File: config.mk
export PLATFORM = sky130hd
export DESIGN_NAME = pwm_deserializer
export DESIGN_NICKNAME = d
export VERILOG_FILES = /design/src/rtl/pwm_deserializer.sv
export SDC_FILE = /design/constraint.sdc
export NUM_CORES = 1
export LEC_CHECK = 0
export CAP_MARGIN = 5
export CORE_ASPECT_RATIO = 0.75
export CORE_MARGIN = 5
export CORE_UTILIZATION = 50
export DETAILED_ROUTE_END_ITERATION = 7
export PLACE_DENSITY = 0.81
export SLEW_MARGIN = 20
export SYNTH_ARGS = -nofsm -noshare
export SYNTH_HDL_FRONTEND = slang
export SYNTH_SLANG_ARGS = --single-unit
File: constraint.sdc
create_clock -name clk -period 5.6 [get_ports clk]
set_clock_uncertainty 0.15 [all_clocks]
set_input_delay 1.68 -clock clk [delete_from_list [all_inputs] [get_ports clk]]
set_output_delay 1.68 -clock clk [all_outputs]
set_load 0.02 [all_outputs]
File: src/rtl/pwm_deserializer.sv
// pwm_deserializer: recovers the duty cycle (0..99, 100 = stuck high) from an
// incoming PWM line sampled on clk. Measures high time and period between
// consecutive rising edges, flags out-of-tolerance periods and dead lines.
// Optional glitch filter enabled by defining PWM_DESER_GLITCH_EN.
module pwm_deserializer #(
  parameter int unsigned PULSE_FREQ = 1,
  parameter int unsigned SYS_FREQ   = 100,
  parameter int unsigned PERIOD_TOL = 2,
  parameter int unsigned GLITCH_CYC = 3
) (
  input  logic       clk,
  input  logic       reset,
  input  logic       pwm_in,
  output logic [6:0] duty_out,
  output logic       duty_valid,
  output logic       period_err,
  output logic       signal_lost
);

  localparam int unsigned WINDOW   = SYS_FREQ / PULSE_FREQ;
  localparam int unsigned CNT_MAX  = 2 * WINDOW;
  localparam int unsigned CNT_BITS = $clog2(CNT_MAX) + 1;
  localparam logic [CNT_BITS-1:0] CNT_SAT = CNT_BITS'(CNT_MAX);
  localparam logic [CNT_BITS-1:0] WIN_LO  = CNT_BITS'(WINDOW - PERIOD_TOL);
  localparam logic [CNT_BITS-1:0] WIN_HI  = CNT_BITS'(WINDOW + PERIOD_TOL);
  localparam logic [CNT_BITS-1:0] DUTY_CAP = CNT_BITS'(99);

  if (GLITCH_CYC < 1) begin : g_bad_glitch
    $error("GLITCH_CYC must be at least 1");
  end
  if (PERIOD_TOL >= WINDOW) begin : g_bad_tol
    $error("PERIOD_TOL must be smaller than the PWM window");
  end

  typedef enum logic [2:0] {
    IDLE,
    HIGH,
    LOW,
    STUCK_HI,
    STUCK_LO
  } state_t;

  logic sync1_q, sync1_d, sync2_q, sync2_d;
  logic s, s_d_q, s_d_d;
  logic rise_q, rise_d, fall_q, fall_d, lvl_q, lvl_d;

`ifdef PWM_DESER_GLITCH_EN
  localparam int unsigned GLT_BITS = $clog2(GLITCH_CYC + 1);
  logic                filt_q, filt_d;
  logic [GLT_BITS-1:0] glt_cnt_q, glt_cnt_d;

  // Glitch filter: follow the synchronized level only after GLITCH_CYC
  // consecutive differing samples, so both edges shift by the same amount.
  always_comb begin
    filt_d    = filt_q;
    glt_cnt_d = glt_cnt_q;
    if (sync2_q == filt_q) begin
      glt_cnt_d = '0;
    end else if (glt_cnt_q == GLT_BITS'(GLITCH_CYC - 1)) begin
      filt_d    = sync2_q;
      glt_cnt_d = '0;
    end else begin
      glt_cnt_d = glt_cnt_q + 1'b1;
    end
  end

  // Glitch filter state.
  always_ff @(posedge clk or posedge reset) begin
    if (reset) begin
      filt_q    <= 1'b0;
      glt_cnt_q <= '0;
    end else begin
      filt_q    <= filt_d;
      glt_cnt_q <= glt_cnt_d;
    end
  end

  assign s = filt_q;
`else
  assign s = sync2_q;
`endif

  // Synchronizer next values and registered edge detection.
  always_comb begin
    sync1_d = pwm_in;
    sync2_d = sync1_q;
    s_d_d   = s;
    rise_d  = s & ~s_d_q;
    fall_d  = ~s & s_d_q;
    lvl_d   = s;
  end

  // Input path registers: 2-flop synchronizer, delayed copy, edge flags.
  always_ff @(posedge clk or posedge reset) begin
    if (reset) begin
      sync1_q <= 1'b0;
      sync2_q <= 1'b0;
      s_d_q   <= 1'b0;
      rise_q  <= 1'b0;
      fall_q  <= 1'b0;
      lvl_q   <= 1'b0;
    end else begin
      sync1_q <= sync1_d;
      sync2_q <= sync2_d;
      s_d_q   <= s_d_d;
      rise_q  <= rise_d;
      fall_q  <= fall_d;
      lvl_q   <= lvl_d;
    end
  end

  state_t              state_q, state_d;
  logic [CNT_BITS-1:0] high_q, high_d, per_q, per_d, high_inc, per_inc;
  logic [6:0]          duty_q, duty_d;
  logic                valid_q, valid_d, err_q, err_d, lost_q, lost_d;
  logic                timeout;

  // Measurement FSM next-state logic; edges take priority over the timeout.
  always_comb begin
    state_d  = state_q;
    high_d   = high_q;
    per_d    = per_q;
    duty_d   = duty_q;
    valid_d  = 1'b0;
    err_d    = err_q;
    lost_d   = lost_q;
    high_inc = (high_q == CNT_SAT) ? high_q : high_q + 1'b1;
    per_inc  = (per_q == CNT_SAT) ? per_q : per_q + 1'b1;
    timeout  = (per_q >= CNT_SAT);

    if ((state_q == IDLE || state_q == HIGH || state_q == LOW) &&
        !rise_q && !(state_q == HIGH && fall_q) && timeout) begin
      state_d = lvl_q ? STUCK_HI : STUCK_LO;
      duty_d  = lvl_q ? 7'd100 : 7'd0;
      lost_d  = 1'b1;
      err_d   = 1'b0;
      valid_d = 1'b1;
    end else begin
      unique case (state_q)
        IDLE, STUCK_LO: begin
          if (state_q == IDLE) per_d = per_inc;
          if (rise_q) begin
            high_d  = CNT_BITS'(1);
            per_d   = CNT_BITS'(1);
            state_d = HIGH;
          end
        end
        HIGH: begin
          per_d = per_inc;
          if (fall_q) state_d = LOW;
          else        high_d  = high_inc;
        end
        LOW: begin
          if (rise_q) begin
            if (per_q >= WIN_LO && per_q <= WIN_HI) begin
              duty_d = (high_q >= DUTY_CAP) ? 7'd99 : 7'(high_q);
              err_d  = 1'b0;
            end else begin
              err_d  = 1'b1;
            end
            valid_d = 1'b1;
            lost_d  = 1'b0;
            high_d  = CNT_BITS'(1);
            per_d   = CNT_BITS'(1);
            state_d = HIGH;
          end else begin
            per_d = per_inc;
          end
        end
        STUCK_HI: begin
          if (fall_q) begin
            per_d   = '0;
            state_d = IDLE;
          end
        end
        default: state_d = IDLE;
      endcase
    end
  end

  // Measurement FSM state, counters and registered outputs.
  always_ff @(posedge clk or posedge reset) begin
    if (reset) begin
      state_q <= IDLE;
      high_q  <= '0;
      per_q   <= '0;
      duty_q  <= '0;
      valid_q <= 1'b0;
      err_q   <= 1'b0;
      lost_q  <= 1'b0;
    end else begin
      state_q <= state_d;
      high_q  <= high_d;
      per_q   <= per_d;
      duty_q  <= duty_d;
      valid_q <= valid_d;
      err_q   <= err_d;
      lost_q  <= lost_d;
    end
  end

  assign duty_out    = duty_q;
  assign duty_valid  = valid_q;
  assign period_err  = err_q;
  assign signal_lost = lost_q;

endmodule
### Yosys cells after proc, flatten, opt, wreduce, memory -nomap -nowiden

Cells that the tools add are included.

* bits of input ports: 3
* output and inout port bits: 10
* logic and storage cells: 91
* bits in registers: 36

* reduce and logical (&&, ||, !) cells: 22
* magnitude comparators: 4
* mux-type cells: 32
* equality and inequality tests: 14
* bitwise operators: 5
* $add $sub $neg: 2

Operators with widths (count)
* $mux 9: 8
* $mux 7: 6
* $pmux 9 s4: 1
* $add 9x1->9 const B: 2
* $eq 9x8->1 const B: 2
* $ge 9x7->1 const B: 2
* $pmux 9 s2: 1
* $mux 3: 5
* $mux 1: 10
* $ge 9x8->1 const B: 1
* $le 9x7->1 const B: 1
* $pmux 3 s3: 1
* $reduce_bool 2->1: 4
* $eq 3x2->1 const B: 2
* $ne 2x2->1 const B: 3
* $ne 3x3->1 const B: 2
* $reduce_and 3->1: 2
* $logic_and 1x1->1: 5
* $reduce_and 5->1: 1
* $reduce_and 4->1: 1
* $reduce_bool 4->1: 1
* $eq 3x1->1 const B: 1
* $eq 3x3->1 const B: 1
* $logic_not 3->1: 1
* other kinds (10): 15

### Logic depth before layout (Yosys ltp)

Gate-level depths: netlist of the first run.

* word-level depth: 8
* gate-level depth with buffers: 8
* mapped depth without buffers: 7

### Least setup slack after synthesis of the first run

Ideal clock, no wire load.

* path kind: register -> output
* start: reg duty_q[2], in the netlist duty_out[2]
* end: out duty_out[2]
* path slack: 3345 ps
* cell stages (with the launch flop): 1
* path buffers: 0
* data arrival time: 425 ps
* required time: 3770 ps
* cells stage by stage: dfrtp_1

RTL lines
* start, declared: line 114 `logic [6:0] duty_q, duty_d;`
* start signal, assigned: line 195 `duty_q <= duty_d;`
* end, declared: line 14 `output logic [6:0] duty_out,`

No word-level cell between the ends.

### Worst setup path in the final report of the first run

* start: reg duty_q[2], in the netlist duty_out[2]
* end: out duty_out[2]

No word-level cell between the ends.

==> metrics.md, run 1 <==
| Metric | Value |
|---|---|
| Status | finished clean |
| Final HPWL DP | ~3000 um |
| CTS Buffer Depth | 2 |
| Yosys cell types | 48 |
| TritonRoute pass-1 iters | 4 |
| I/O pin count | 13 |
| P per Cell Area | approximately 370 nW/um2 |
| Int Pwr | 0.000510 W |
| CTS buffer count | 5 |
| Overflow after GRT | 0 |
| Met2 WL | 1660 um |
| CTS H-tree lvls | 2 |
| Cell Rows | 19 |
| Port-buffer cells | 12 |
| CP Data Required Time | approximately 3800 ps |
| Hold-fix buffers, CTS | 0 |
| CTS sink cnt | 36 |
| Layout cells sized above 1 | under 10% |
| Total GRT Usage | ~18% |
| Synth top area share | 45.8% |
| Type of the most critical hold path | flip-flop to flip-flop |
| Async S/R FF share, synth | between 90% and 100% |
| Worst Path Arrival | roughly 1300 ps |
| Lkg Pwr | about 0.96 nW |
| Most common cell in the netlist | dfrtp_1 |
| Setup TNS | 0 ps |
| Post-synth top area cell | dfrtp_1 |
| Avg Inst Size Synth | a little over 9 um2 |
| Fin. max-slew vios | 0 |
| Register area share after synthesis | between 40% and 50% |
| Flop pwr share | a little under half |
| Die width | approximately 80 um |
| Post-layout min period | just over 3000 ps |
| DR top layer | met4 |
| Nets@finish | around 240 |
| Core area | about 3700 um2 |
| Slowest stage delay, CP | between 600 and 700 ps |
| Vias per cell | between 5 and 6 |
| YS warnings | 0 |
| Hold Crit Endpoint | lvl_d |
| Total power | approximately 0.0008 W |
| Synthesized instance count | roughly 220 |
| Slew of the pin with the lowest slew margin | slightly below 800 ps |
| Clock Power Share | 22.7% |
| Die area | between 5000 and 6000 um2 |
| Max-cap violations | 0 |
| Iteration-0 DRC Markers | 207 |
| Crit end category | output pin |
| Initial antenna violation count | 0 |
| Synth Cell Area | approximately 2000 um2 |
| Placed insts | approximately 280 |
| Xor and xnor area share after synthesis | 0.445% |
| Post-synthesis mux area share | between 1.5 and 2% |
| DRC | 0 |
| Setup CP Type | flip-flop to output pin |
| Crit Reg-Reg Startpoint | state_q[0] |
| Main combinational cell family by area after synthesis | simple AND/OR/NAND/NOR gates |
| Worst-path clk slew | around 70 ps |
| # diodes | 0 |
| Starting density of the core | between 50 and 60% |
| Routed WL | roughly 4200 um |
| Worst Path Buf+Inv | 1 |
| Post-synth EDFFs | 0 |
| CTS Root Buffer Type | clkbuf_8 |
| Via count | around 1600 |
| Final setup violation count | 0 |
| # resized after CTS | 0 |
| RSZ-0062 raised after global routing | false |
| Post-CTS setup buffers | 0 |
| Final Cell Area | ~2200 um2 |
| Mapped Nets | 223 |
| Depth of the worst register-to-register path | 5 |
| Crit share post-route | ~55% |
| Worst path depth | 1 |
| Crit-path cells | clkdlybuf4s50_1 |
| WL per Instance | around 15 um |
| Vias in the first global route | approximately 1500 |
| Max Fclk | roughly 320 MHz |
| Compound-Gate Fraction of Synth Area | a little under a fifth |
| Final GP Congestion | 0.866 |
| Synthesis-to-finish area growth | 13.1% |
| Critical hold path startpoint | sync1_q |
| Die Height | between 60 and 70 um |
| Family with the most delay on the worst path | buffers and inverters |
| WL met3 | between 300 and 400 um |
| Synth Area in Simple Gates | 28.6% |
| Slew headroom | 48.1% |
| Non-Filler Instances | between 200 and 300 |
| Fillers | ~350 |
| Number of synthesized register bits | 36 |
| Reg-to-reg slack, setup | 3250 ps |
| Startpoint Class | flip-flop |
| Sw frac | a little under two fifths |
| Maximum VDD drop | about 0.22 mV |
| First-pass GRT wire length | about 7300 um |
| Post-route ant nets | 0 |
| M1 WL | between 2000 and 2500 um |
| Hold WS | 212 ps |
| Ys flop type | dfrtp_1 |
| Psw | between 0.0003 and 0.0004 W |
| Worst-path fanout max | 2 |
| Reg-to-reg endpoint | duty_out[5] |
| Adder-cell share of the synthesized area | around 2.5% |
| Worst hold stages | 0 |
| Synth top cells by count | dfrtp_1, o21ai_1, nand2_1, nor2_1, nand3_1 |
| Clock Latency Late Sink | around 280 ps |
| Slowest-stage cell, CP | clkdlybuf4s50_1 |
| Combinational share of power | between 30 and 40% |
| Largest net degree at the start of global routing | 37 |
| Final Hold Violating Endpoints | 0 |
| Post-DP Area | 2140 um2 |
| CTS tree | yes |
| Leading post-synthesis cells by cell area | dfrtp_1, o21ai_1, nand2_1 |
[cell families (layout without fill, tap and decap cells)]
group | after synthesis | after routing
AND/OR/NAND/NOR | 99 | 99
AO/OA/AOI/OAI | 62 | 62
flip-flops | 36 | 36
buffers and inverters | 11 | 26
adder cells (fa/ha/maj) | 4 | 4
multiplexers | 3 | 3
XOR/XNOR | 1 | 1
[registers in the layout, summed over array words and instances, names as in the netlist, 3 cells and up]
| signal | flops |
|---|---|
| per_q | 9 |
| high_q | 9 |
| duty_out | 7 |
| state_q | 3 |
[stage by stage]
step	util [%]	worst slack (ps)
4_1_cts	59.6	2510
2_1_floorplan	-	2970
6_report	59.6	2520
3_5_place_dp	57.2	2820
5_1_grt	59.6	2470
3_3_place_gp	57.2	2840
[power groups by stage]
stage          sequential (W)  clock (W)  combinational (W)
5_1_grt              0.000389   0.000204           0.000295
3_3_place_gp         0.000378          0           0.000249
2_1_floorplan        0.000349          0           0.000224
4_1_cts              0.000377   0.000191           0.000260
6_report             0.000380   0.000187           0.000257
3_5_place_dp         0.000382          0           0.000258
[placed cells by master, fill, tap and decap left out, drive strengths merged, types with 3 or more instances in the layout]
| cell type | count |
|---|---|
| nor4 | 3 |
| dfrtp | 36 |
| inv | 5 |
| nor2b | 7 |
| and3 | 6 |
| nand4 | 4 |
| ha | 4 |
| a31oi | 5 |
| o31ai | 7 |
| nor3b | 4 |
| clkbuf | 8 |
| nand2b | 4 |
| clkdlybuf4s50 | 12 |
| nor3 | 5 |
| a21oi | 11 |
| o21ai | 28 |
| nand2 | 22 |
| nor2 | 15 |
| nand3 | 13 |
[metal layers]
layer	global-route usage [%]	vias to the layer above
met5	0	-
met4	5.81	0
met2	21.9	62
li1	-	827
met3	4.63	4
met1	29.4	754
[area by class of cell]
class	instances	area [um2]	area share, %
Inverter	5	18.8	0.843
Sequential cell	36	901	40.5
Tap cell	52	65.1	2.92
Timing Repair Buffer	13	128	5.73
Multi-Input combinational cell	169	1020	46.0
Clock buffer	8	90.1	4.05
[worst max path at each step]
stage | startpoint | end
after floorplan | reset | duty_out[0]
after global placement | duty_out[1] | duty_out[1]
after detailed placement | duty_out[2] | duty_out[2]
after CTS | duty_out[1] | duty_out[1]
after global routing | duty_out[1] | duty_out[1]
final | duty_out[2] | duty_out[2]
Note: power is estimated with default switching activity, not from simulation.
==> run 2: changes to the inputs <==
Clock period 5.6 ns to 3.1 ns, I/O delays scaled along.
==> metrics.md, run 2 (same netlist as run 1, synthesis figures left out) <==
| Metric | Value |
|---|---|
| First-pass GRT wire length | just over 7000 um |
| Worst Path Arrival | 2390 ps |
| Maximum VDD drop | 0.375 mV |
| Total GRT Usage | around 18% |
| Final setup violation count | 0 |
| Layout cells sized above 1 | between 5 and 6% |
| Commonest non-fill, non-tap cell in the layout | dfrtp_1 |
| Cell Rows | 19 |
| Crit end category | flip-flop |
| Fillers | between 300 and 400 |
| Post-CTS setup buffers | 0 |
| Clock Latency Late Sink | 290 ps |
| Slew of the pin with the lowest slew margin | between 700 and 800 ps |
| CTS Root Buffer Type | clkbuf_8 |
| Worst-path fanout max | 15 |
| Slew headroom | between 40% and 50% |
| Setup CP Type | flip-flop to flip-flop |
| Layout Utilization | roughly 60% |
| Iteration-0 DRC Markers | around 180 |
| Setup TNS | 0 ps |
| I/O pin count | 13 |
| Setup WS post-layout | approximately 750 ps |
| Routed WL | around 4200 um |
| Most frequent cells in the layout | dfrtp_1, o21ai_1, nand2_1 |
| Crit share post-route | around three quarters |
| Startpoint Class | flip-flop |
| Max Fclk | 426 MHz |
| Lkg Pwr | a little under 1 nW |
| Die area | approximately 5300 um2 |
| M1 GR Usage | between 20 and 30% |
| Die Height | between 60 and 70 um |
| Met3 Use GR | under 10% |
| Port-buffer cells | 12 |
| Initial antenna violation count | 0 |
| Fin. max-slew vios | 0 |
| Largest net degree at the start of global routing | 37 |
| Final HPWL DP | about 3000 um |
| WL per Instance | ~15 um |
| CP Data Required Time | approximately 3100 ps |
| P per Cell Area | approximately 680 nW/um2 |
| Met2 Use GR | 22.2% |
| Starting density of the core | 52.7% |
| Nets@finish | around 240 |
| Grt peak-use layer | met1 |
| RSZ-0062 raised after global routing | false |
| Die width | a little over 80 um |
| CTS Buffer Depth | 2 |
| DRC | 0 |
| TritonRoute pass-1 iters | 6 |
| Hold-fix buffers, CTS | 0 |
| # resized after CTS | 0 |
| Overflow after GRT | 0 |
| Status | finished clean |
| # diodes | 0 |
| Post-route ant nets | 0 |
| Via count | around 1700 |
| Max-cap violations | 0 |
| Final GP Congestion | a little under 0.9 |
| Synthesis-to-finish area growth | 13.4% |
| Final Hold Violating Endpoints | 0 |
| Post-Place Setup Slack | 782 ps |
| Type of the most critical hold path | flip-flop to flip-flop |
| Post-layout min period | about 2300 ps |
| CTS H-tree lvls | 2 |
| Reg-to-reg slack, setup | 750 ps |
| Vias per cell | roughly 6 |
| Core area | ~3700 um2 |
| CTS tree | yes |
| CTS sink cnt | 36 |
| Vias in the first global route | approximately 1500 |
| CTS buffer count | 5 |
| Worst-path clk slew | approximately 70 ps |
-- run 2: changes by cell type in the layout (fill, tap and decap cells not counted) --
cell      before  now
clkbuf_1       2    0
clkbuf_8       6    7
-- run 2: path summary, 6_finish.rpt --
kind                            start           to  cells past startpoint
min in group asynchronous       reset  duty_out[5]                      3
hold reg to reg               sync1_q        lvl_d                      0
max in group asynchronous       reset       rise_q                      3
setup / recovery           state_q[0]  duty_out[6]                      5
hold / removal                sync1_q        lvl_d                      0
setup reg to reg           state_q[0]  duty_out[6]                      5
-- run 2: worst max-delay path, cell delays in order, from the launching register on --
cell and delay (ps):
dfrtp_1 510, nand2b_2 280, or3b_4 450, nor4_4 480
nor2_1 100, o31ai_1 280
-- run 2: per-stage QoR --
step | cell area (um2) | hold slack (ps) | power [W] | std cells
4_1_cts | 2230 | 204 | 0.00151 | 282
3_3_place_gp | 2140 | 185 | 0.00113 | 275
5_1_grt | 2230 | 232 | 0.00162 | 282
2_1_floorplan | 1970 | 181 | 0.00103 | 216
3_5_place_dp | 2140 | 193 | 0.00115 | 275
6_report | 2230 | 200 | 0.00151 | 282
-- run 2: cell type report --
type                            count  area, um2  share of cell area [%]
Multi-Input combinational cell    169       1020                    45.9
Clock buffer                        7       96.3                    4.32
Inverter                            5       18.8                   0.841
Timing Repair Buffer               13        128                    5.72
Sequential cell                    36        901                    40.4
Tap cell                           52       65.1                    2.91
-- run 2: layer usage --
metal / wire [um] / up-vias
met5: 0 / -
met4: 74 / 0
met3: 307 / 7
met2: 1630 / 73
met1: 2230 / 794
li1: - / 831
-- run 2: power breakdown --
part	internal, W	leakage (nW)	switching [W]
Sequential	0.000537	0.475	0.000150
Combinational	0.000203	0.439	0.000263
Clock	0.000198	0.0503	0.000159
==> run 3: changes to the inputs <==
Clock period 3.1 ns to 2.4 ns, I/O delays scaled along.
==> metrics.md, run 3 (same netlist as run 1, synthesis figures left out) <==
| Metric | Value |
|---|---|
| CTS buffer count | 5 |
| Core area | between 3000 and 4000 um2 |
| Clock Latency Late Sink | around 280 ps |
| Crit share post-route | 90.1% |
| Startpoint Class | flip-flop |
| CP Data Required Time | ~2400 ps |
| Vias in the first global route | about 1600 |
| Max Fclk | 462 MHz |
| Fin. max-slew vios | 0 |
| Hold-fix buffers, CTS | 0 |
| # diodes | 0 |
| Cell Rows | 19 |
| Worst-path fanout max | 10 |
| CTS tree | yes |
| Nets@finish | around 250 |
| Post-layout min period | roughly 2200 ps |
| Starting density of the core | between 50% and 60% |
| Most frequent cells in the layout | dfrtp_1, o21ai_1, nand2_1 |
| RSZ-0062 raised after global routing | false |
| First-pass GRT wire length | roughly 7600 um |
| Status | finished clean |
| CTS H-tree lvls | 2 |
| Crit end category | flip-flop |
| Slew headroom | a little under three fifths |
| CTS Buffer Depth | 2 |
| Post-CTS setup buffers | 0 |
| WL per Instance | between 15 and 20 um |
| DRC | 0 |
| Vias per cell | roughly 5.9 |
| Die area | between 5000 and 6000 um2 |
| Routed WL | between 4000 and 5000 um |
| Max-cap violations | 0 |
| Final Cell Area | about 2300 um2 |
| Via count | about 1700 |
| Port-buffer cells | 12 |
| Multi-input gate area | 1020 um2 |
| Layout cells sized above 1 | under 10% |
| Final Hold Violating Endpoints | 0 |
| Sequential cell area | roughly 900 um2 |
| Final HPWL DP | 3140 um |
| Setup TNS | 0 ps |
| Largest net degree at the start of global routing | 37 |
| Final GP Congestion | around 0.90 |
| Maximum VDD drop | between 0.5 and 0.6 mV |
| Fillers | around 320 |
| Commonest non-fill, non-tap cell in the layout | dfrtp_1 |
| Total GRT Usage | ~18% |
| Initial antenna violation count | 0 |
| # resized after CTS | 0 |
| Post-route ant nets | 0 |
| CTS Root Buffer Type | clkbuf_8 |
| Setup CP Type | flip-flop to flip-flop |
| P per Cell Area | approximately 870 nW/um2 |
| Die width | 82.4 um |
| CTS sink cnt | 36 |
| Synthesis-to-finish area growth | 15.9% |
| Post-Place Setup Slack | approximately 260 ps |
| Iteration-0 DRC Markers | 190 |
| Final setup violation count | 0 |
| Overflow after GRT | 0 |
| Post-DP Area | ~2200 um2 |
| Type of the most critical hold path | flip-flop to flip-flop |
| Setup WS post-layout | 237 ps |
| Die Height | 64.3 um |
| Worst-path clk slew | 70 ps |
| Lkg Pwr | approximately 1.0 nW |
| TritonRoute pass-1 iters | 4 |
| Worst Path Arrival | approximately 2200 ps |
| Total power | 0.00199 W |
| I/O pin count | 13 |
| Slew of the pin with the lowest slew margin | around 660 ps |
-- run 3: worst max-delay path: stages (launching register included) --
cell	delay, ps
dfrtp_1	460
o311a_1	390
o21ai_1	160
nand3_1	280
a21oi_1	240
or3b_1	360
-- run 3: cell type report --
cell class                 instances  area share (%)
clock buffer                       6            3.18
clock inverter                     1           0.219
inverter                           5           0.823
multi-input combinational        169            44.9
sequential                        36            39.5
tap                               52            2.85
timing repair buffer              22            8.56
-- run 3: final timing paths --
| kind | start | endpoint | slack, ps | cells after the start |
|---|---|---|---|---|
| max | per_q[3] | per_q[0] | 240 | 5 |
| min in group asynchronous | reset | duty_valid | 710 | 3 |
| max in group asynchronous | reset | state_q[0] | 1070 | 3 |
| min reg2reg | sync1_q | lvl_d | 200 | 0 |
| min | sync1_q | lvl_d | 200 | 0 |
| max reg2reg | per_q[3] | per_q[0] | 240 | 5 |
-- run 3: through the flow --
step	util, %	cells	hold WS, ps
after detailed placement	59.0	284	190
after global routing	61.1	291	221
after floorplan	-	216	181
after CTS	61.1	291	206
final	61.1	291	203
after global placement	59.0	284	186
-- run 3: per-layer routing --
layer / GRT usage [%] / vias to the layer above / share of wire [%]
li1: - / 844 / -
met5: 0 / - / 0
met3: 6.46 / 2 / 7.6
met4: 3.53 / 0 / 0.32
met2: 25.6 / 63 / 43
met1: 27.6 / 821 / 49
-- run 3: where the power goes --
group          internal [W]  leakage, nW  switching [W]
registers          0.000695        0.475       0.000111
clock network      0.000197       0.0410       0.000196
logic              0.000332        0.483       0.000458
total               0.00122         1.00       0.000765
